<file path="config.mk">
export PLATFORM = sky130hd
export DESIGN_NAME = reg_bank8
export DESIGN_NICKNAME = d
export VERILOG_FILES = /design/src/rtl/reg_bank8.sv
export SDC_FILE = /design/constraint.sdc
export NUM_CORES = 1
export LEC_CHECK = 0
export CAP_MARGIN = 10
export CORE_ASPECT_RATIO = 0.7
export CORE_MARGIN = 5
export CORE_UTILIZATION = 50
export DETAILED_ROUTE_END_ITERATION = 6
export GPL_TIMING_DRIVEN = 0
export HOLD_SLACK_MARGIN = 0.02
export PLACE_DENSITY_LB_ADDON = 0.08
export SYNTH_ARGS = -nofsm -noshare
export SYNTH_HDL_FRONTEND = slang
export SYNTH_SLANG_ARGS = --single-unit
</file>
<file path="constraint.sdc">
create_clock -name clk -period 3.2 [get_ports clk]
set_input_delay 0.64 -clock clk [delete_from_list [all_inputs] [get_ports clk]]
set_output_delay 0.64 -clock clk [all_outputs]
set_load 0.02 [all_outputs]
</file>
<file path="src/rtl/reg_bank8.sv">
// Eight-entry register bank with byte-enabled writes, clear-all
// and a per-entry pending bitmap for read-after-write hazard detection.
module reg_bank8 #(
   parameter int WIDTH    = 32,
   parameter int ZERO_REG = 1
) (
   input  logic                  clk,
   input  logic                  reset,
   input  logic                  wr_en,
   input  logic [2:0]            wr_addr,
   input  logic [WIDTH-1:0]      wr_data,
   input  logic [WIDTH/8-1:0]    wr_be,
   input  logic                  clr_all,
   input  logic                  pend_set,
   input  logic [2:0]            pend_addr,
   output logic [7:0][WIDTH-1:0] regs,
   output logic [7:0]            pending,
   output logic                  hazard
);

   localparam int NB = WIDTH / 8;

   logic [7:0][WIDTH-1:0] mem;
   logic [7:0]            pend_q;
   logic [7:0]            pend_d;
   logic                  wr_ok;
   logic                  set_ok;

   // With ZERO_REG, entry 0 ignores both writes and producer marks.
   assign wr_ok  = wr_en && !(ZERO_REG != 0 && wr_addr == 3'd0);
   assign set_ok = pend_set && !(ZERO_REG != 0 && pend_addr == 3'd0);

   always_comb begin
      pend_d = pend_q;
      if (wr_en) pend_d[wr_addr] = 1'b0;
      if (set_ok) pend_d[pend_addr] = 1'b1;
      if (ZERO_REG != 0) pend_d[0] = 1'b0;
   end

   always_ff @(posedge clk) begin
      if (reset || clr_all) begin
         mem    <= '0;
         pend_q <= '0;
      end else begin
         if (wr_ok) begin
            for (int i = 0; i < NB; i++) begin
               if (wr_be[i]) mem[wr_addr][8*i +: 8] <= wr_data[8*i +: 8];
            end
         end
         pend_q <= pend_d;
      end
   end

   assign regs    = mem;
   assign pending = pend_q;
   assign hazard  = set_ok && pend_q[pend_addr];

endmodule

</file>
* Word level (Yosys, flattened, before mapping)
Index checks and enable logic that the tools add are counted.
** Cells by class
- Add/subtract/negate cells :: 0
- $mul :: 0
- Div/mod/pow operators :: 0
- Magnitude comparators :: 4
- Eq/ne operators :: 0
- Shifts and indexed selects :: 0
- Muxes and demuxes :: 30
- Bitwise operators :: 3
- Reduce and logical (&&, ||, !) cells :: 10
** Operator list (number)
- $mux W256 :: 10
- $bwmux W256 :: 4
- $demux W32 S3 :: 4
- $mux W32 :: 1
- $mux W24 :: 1
- $mux W8 :: 3
- $mux W16 :: 1
- $and A8 B8 Y8 :: 1
- $lt A3 B4 Y1 const B :: 2
- $not A8 Y8 :: 1
- $or A8 B8 Y8 :: 1
- $demux W1 S3 :: 2
- $ge A3 B1 Y1 const B :: 2
- $logic_not A3 Y1 :: 2
- $logic_and A1 B1 Y1 :: 5
- $bmux W1 S3 :: 1
- $mux W1 :: 3
- $logic_not A1 Y1 :: 2
- $logic_or A1 B1 Y1 :: 1
** Storage, ports and cells
- Bits in registers :: 264
- Bits in latches :: 0
- Memory bits (writable) :: 0
- ROM bits :: 0
- Word-level logic and storage cells :: 57
- Memories kept :: 0

* Longest topological paths before layout
Gate-level depths: netlist of run 1.
- Depth after elaboration :: 18
- Depth in mapped cells :: 7

* Worst setup path before layout of run 1
OpenSTA, ideal clock, no wires.
- Path kind :: input to output
- Start :: in pend_addr[2]
- End :: out hazard
- Arrival :: 1.599 ns
- Required time :: 2.560 ns
- Slack :: 0.961 ns
- Stages :: 4
- Buffers on the path :: 1
- Cells stage by stage :: clkbuf_1 mux2_2 o211ai_1 a31oi_1
** Between the ends
- Word-level cells in the longest chain between the ends :: 4
- Elaborated cells between the ends (all ways) :: 6
** RTL lines
- start: declaration :: line 15 : input logic [2:0] pend_addr,
- parallel branches: the longest is 3 deep, another holds $bmux W1 S3
- $logic_and A1 B1 Y1 * :: line 56 : assign hazard = set_ok && pend_q[pend_addr];
- end: declaration :: line 18 : output logic hazard
Mark *: on every way between the ends. The select of a mux whose other input is x is not followed.

* Worst setup path in the final report of run 1
Same ends and word-level chain as after synthesis.

==> flow_summary.ini, run 1 <==
[worst_setup_path]
end_kind = output port
crit_arrival_ns = 2.14
required_ns = 2.56
critPathMaxFanout = 10
cp-start-kind = primary input
critPathKind = primary input to output port

[clock_network]
cts_made_buffers = 25
cts.repair.resized = 0
cts_buffer_depth = 3
clk_pin_slew_worst_paths_ns = 0.06
numClockSinks = 263
postCtsSetupRepairBufs = 0
postCtsHoldBufs = 0
cts_root_buf = clkbuf_16
cts_tree = yes
htreeDepth = 1
clkLatencyLatePin_ns = 0.51

[synthesis]
synth_nets = 1209
synth.area.top_cells = dfxtp_1 53%, nand3_1 12%, a21oi_1 12%, o21ai_0 10%, buf_2 2.2%
yosys_warnings = 0
synth_seq_area_share_pct = 53.0
post-synth-top-area-fraction_pct = 53.0
yosys.cell_types.count = 26
synth-seq-cells = 263
synth_area_sq_um = 9930
synth_cells = 1162
avgSynthCellArea_sq_um = 8.55
synth_top_cell_by_area = dfxtp_1

[floorplanning]
io_pins = 312
core_sq_um = 19700
start_util_pct = 50.4
chipHeight_um = 128
die_w_um = 178
rows = 43
dieArea_sq_um = 22800

[place]
place_hpwl_mm = 27.6
pre_cts_ws_ns = 0.415
gp_congestion = 0.912
dp.cells = 1738
placement.io_buffers = 306

[hold_path]
min_path_type = register to register

[timing]
min_period_ns = 2.78
final_max_slew_viol_count = 0
period_share_pct = 87.0
slew_headroom_pct = 52.4
timing.fmax_mhz = 359
skew_ns = 0
setup_viol = 0
worst_pin_slew_ns = 0.714
finalHoldViolCount = 0
rsz0062_at_grt = no
setup_tns_ns = 0
worst_slack_ns = 0.418

[drt]
drtPass1Iterations = 6
avgViaCountPerCell = 5.93
vias = 10576
wl_per_cell_um = 21.3
drt-initial-drc-count = 1168
drc = 0
ant_nets = 0
finalWirelength_mm = 37.9

[pwr]
p_per_area_nw_per_um2 = 470
total_power_uw = 6630
peakVddDrop_mv = 0.380
leakagePower_uw = 0.00453

[grt]
grt_pass1_wl_mm = 56.9
grt_pass1_vias = 9776
antenna_found_initial = 0
grt_max_degree = 15
overflow = 0
grtUsageTotal_pct = 31.6

[finish]
final_cell_mix = 306 x clkdlybuf4s50_1, 263 x dfxtp_1, 232 x nand3_1
nNetsFinal = 1542
layout-drive-gt1-share_pct = 7.73
post-route-util_pct = 71.6
fin_cells = 1783
n_antenna_cell = 0
final_common_cell = clkdlybuf4s50_1
fillCellCount = 1623
area_growth_pct = 41.9

[flow_run]
maxCapViolations = 0

[status]
status = completed
[report_power, final]
group          switching, uW  internal, uW  total (uW)  leakage [uW]
Combinational            384           157         541       0.00203
Clock                   1250          1540        2800      0.000383
Sequential              7.96          3290        3300       0.00212
Total                   1650          4990        6630       0.00453
[layer usage]
| metal | up-vias | wire length, um | GRT usage (%) | share of wire, % |
|---|---|---|---|---|
| li1 | 4787 | - | - | - |
| met3 | 72 | 5000 | 9.52 | 13 |
| met2 | 676 | 16500 | 47.2 | 44 |
| met5 | - | 0 | 0 | 0 |
| met4 | 0 | 1120 | 8.71 | 3.0 |
| met1 | 5041 | 15300 | 44.7 | 40 |
[kinds of logic (layout without fill, tap and decap cells)]
family	Yosys count	in the layout	synth area share (%)
compound gates	466	466	23.6
buf+inv	132	483	7.24
flops	263	263	53.0
mux	3	3	0.340
other cells	1	1	0.0378
simple gates	297	297	15.8
[critical path, stage by stage]
cell	delay, ns
clkbuf_1	0.31
mux2_2	0.38
o211ai_1	0.17
a31oi_1	0.10
clkdlybuf4s50_1	0.54
[metrics by stage]
step / hold slack (ns) / cell area, sq um
floorplan: 0.553 / 9930
global placement: 0.441 / 13300
detailed placement: 0.444 / 13300
CTS: 0.462 / 14100
global route: 0.483 / 14100
finish: 0.454 / 14100
[cell usage after synthesis (all sizes together)]
| cell | instances |
|---|---|
| a31oi | 1 |
| or2 | 2 |
| nand2 | 4 |
| o31ai | 1 |
| nor2 | 3 |
| o211ai | 1 |
| mux2 | 3 |
| a21oi | 231 |
| nand4 | 1 |
| nand2b | 3 |
| dfxtp | 263 |
| buf | 77 |
| nand3 | 232 |
| a21bo | 1 |
| nand3b | 6 |
| conb | 1 |
| and2 | 33 |
| and3b | 4 |
| o21ai | 231 |
| clkbuf | 55 |
| nor2b | 5 |
| and3 | 4 |
[worst paths after layout]
| kind | start | to | slack [ns] | cells past startpoint |
|---|---|---|---|---|
| min | regs[10]$_SDFFE_PP0P_ | regs[10]$_SDFFE_PP0P_ | 0.45 | 1 |
| max | pend_addr[2] | hazard | 0.42 | 5 |
| min reg2reg | regs[10]$_SDFFE_PP0P_ | regs[10]$_SDFFE_PP0P_ | 0.45 | 1 |
| max reg2reg | regs[191]$_SDFFE_PP0P_ | regs[191]$_SDFFE_PP0P_ | 2.45 | 2 |
[state kept, by name (all words and copies together), names as in the netlist]
name and cells:
regs 256, pending 7
[layout make-up]
cell class | instances | area (sq um) | share of cell area [%]
clock inverters | 9 | 55.1 | 0.391
multi-input cells | 767 | 3950 | 28.0
plain buffers | 132 | 719 | 5.10
clock buffers | 36 | 707 | 5.02
repair buffers | 306 | 3060 | 21.7
flip-flops and latches | 263 | 5270 | 37.4
well taps | 270 | 338 | 2.40
Power figures use the tool's default switching activity.
==> run 2: changes to the inputs <==
--- a/config.mk
+++ b/config.mk
@@ -13,6 +13,7 @@
 export GPL_TIMING_DRIVEN = 0
 export HOLD_SLACK_MARGIN = 0.02
 export PLACE_DENSITY_LB_ADDON = 0.08
+export SKIP_CTS_REPAIR_TIMING = 1
 export SYNTH_ARGS = -nofsm -noshare
 export SYNTH_HDL_FRONTEND = slang
 export SYNTH_SLANG_ARGS = --single-unit
==> results of run 2 <==
Same layout as run 1: the final DEF is identical, and so are final timing and power.
==> run 3: changes to the inputs <==
--- a/config.mk
+++ b/config.mk
@@ -10,7 +10,7 @@
 export CORE_MARGIN = 5
 export CORE_UTILIZATION = 50
 export DETAILED_ROUTE_END_ITERATION = 6
-export GPL_TIMING_DRIVEN = 0
+export GPL_TIMING_DRIVEN = 1
 export HOLD_SLACK_MARGIN = 0.02
 export PLACE_DENSITY_LB_ADDON = 0.08
 export SKIP_CTS_REPAIR_TIMING = 1
==> run 3 against run 2 <==
Die area unchanged. Design area decreased by 1.8%. Largest cell class unchanged. Non-clock buffer count decreased by 86. Register-to-register slack improved by 0.02 ns. Cell count decreased by 4.9%. Sequential power about the same. Total power about the same. Critical endpoint unchanged. Worst setup slack got worse by 0.14 ns.
==> flow_summary.ini, run 3 (synthesized netlist as in run 1, its figures left out) <==
[drt]
finalWirelength_mm = 34.0
avgViaCountPerCell = 5.82
wl_per_cell_um = 20.1
drc = 0
drtPass1Iterations = 6
ant_nets = 0
drt-initial-drc-count = 1127
vias = 9861

[grt]
grt_max_degree = 68
grtUsageTotal_pct = 28.2
grt_pass1_vias = 9207
antenna_found_initial = 0
overflow = 0
grt_pass1_wl_mm = 52.2

[worst_setup_path]
critPathKind = primary input to output port
crit_arrival_ns = 2.28
required_ns = 2.56
critPathMaxFanout = 9
end_kind = output port
cp-start-kind = primary input

[timing]
final_max_slew_viol_count = 0
worst_pin_slew_ns = 0.859
slew_headroom_pct = 42.7
timing.fmax_mhz = 342
period_share_pct = 91.3
setup_tns_ns = 0
setup_viol = 0
finalHoldViolCount = 0
skew_ns = 0
rsz0062_at_grt = no
min_period_ns = 2.92

[status]
status = completed

[finish]
final_cell_mix = 310 x clkdlybuf4s50_1, 263 x dfxtp_1, 232 x nand3_1
area_growth_pct = 39.4
multiInputGateArea_sq_um = 3980
final_common_cell = clkdlybuf4s50_1
n_antenna_cell = 0
nNetsFinal = 1456
layout-drive-gt1-share_pct = 6.60
largest_reg_flops = 256
fillCellCount = 1619
area.sequential_sq_um = 5270

[hold_path]
min_path_type = register to register

[place]
place_hpwl_mm = 22.3
placement.io_buffers = 310
gp_congestion = 0.806

[floorplanning]
die_w_um = 178
start_util_pct = 50.4
rows = 43
io_pins = 312
chipHeight_um = 128
dieArea_sq_um = 22800
core_sq_um = 19700

[clock_network]
htreeDepth = 1
cts_tree = yes
cts_root_buf = clkbuf_16
cts_made_buffers = 25
clkLatencyLatePin_ns = 0.51
numClockSinks = 263
clk_pin_slew_worst_paths_ns = 0.06
cts_buffer_depth = 3

[flow_run]
maxCapViolations = 0

[pwr]
peakVddDrop_mv = 0.460
p_per_area_nw_per_um2 = 479
total_power_uw = 6640
leakagePower_uw = 0.00438
run 3: changes by cell type in the layout (fill, tap and decap cells not counted), sizes merged:
cell           previous run  this run
clkbuf                   91        36
buf                      77        42
clkdlybuf4s50           306       310
clkinv                    7         5
clkinvlp                  0         1
inv                       2         1
run 3: power breakdown:
part / internal [uW] / total, uW / switching (uW)
registers: 3290 / 3290 / 7.64
clock network: 1590 / 2850 / 1260
logic: 148 / 492 / 344
run 3: worst paths after layout:
check        slack (ns)             startpoint                     to  cells past startpoint
max                0.28           pend_addr[2]                 hazard                      6
min reg2reg        0.46  regs[23]$_SDFFE_PP0P_  regs[23]$_SDFFE_PP0P_                      1
max reg2reg        2.47  regs[60]$_SDFFE_PP0P_  regs[60]$_SDFFE_PP0P_                      2
min                0.46  regs[23]$_SDFFE_PP0P_  regs[23]$_SDFFE_PP0P_                      1
run 3: critical path: stages:
cell	delay [ns]
clkdlybuf4s50_1	0.49
buf_4	0.16
a21bo_2	0.13
o211ai_1	0.08
a31oi_1	0.15
clkdlybuf4s50_1	0.63
run 3: final cells by class:
type	count	share of cell area [%]
clock buffer	36	5.32
clock inverter	7	0.298
tap	270	2.44
sequential	263	38.0
multi-input combinational	767	28.8
timing repair buffer	352	25.1
run 3: metrics by stage:
stage / instances / setup slack [ns] / cell area, sq um / hold slack [ns] / utilization [%]
6_report: 1695 / 0.277 / 13800 / 0.457 / 70.3
2_1_floorplan: 1162 / 0.961 / 9930 / 0.553 / -
3_5_place_dp: 1652 / 0.290 / 13100 / 0.443 / 66.4
4_1_cts: 1695 / 0.284 / 13800 / 0.461 / 70.3
5_1_grt: 1695 / 0.228 / 13800 / 0.475 / 70.3
3_3_place_gp: 1652 / 0.305 / 13100 / 0.441 / 66.4
run 3: metal layers:
metal	up-vias	global-route usage [%]	share of wire [%]
met5	-	0	0
met3	56	7.08	10
met2	448	43.5	45
met4	0	6.41	2.5
li1	4612	-	-
met1	4745	40.0	42
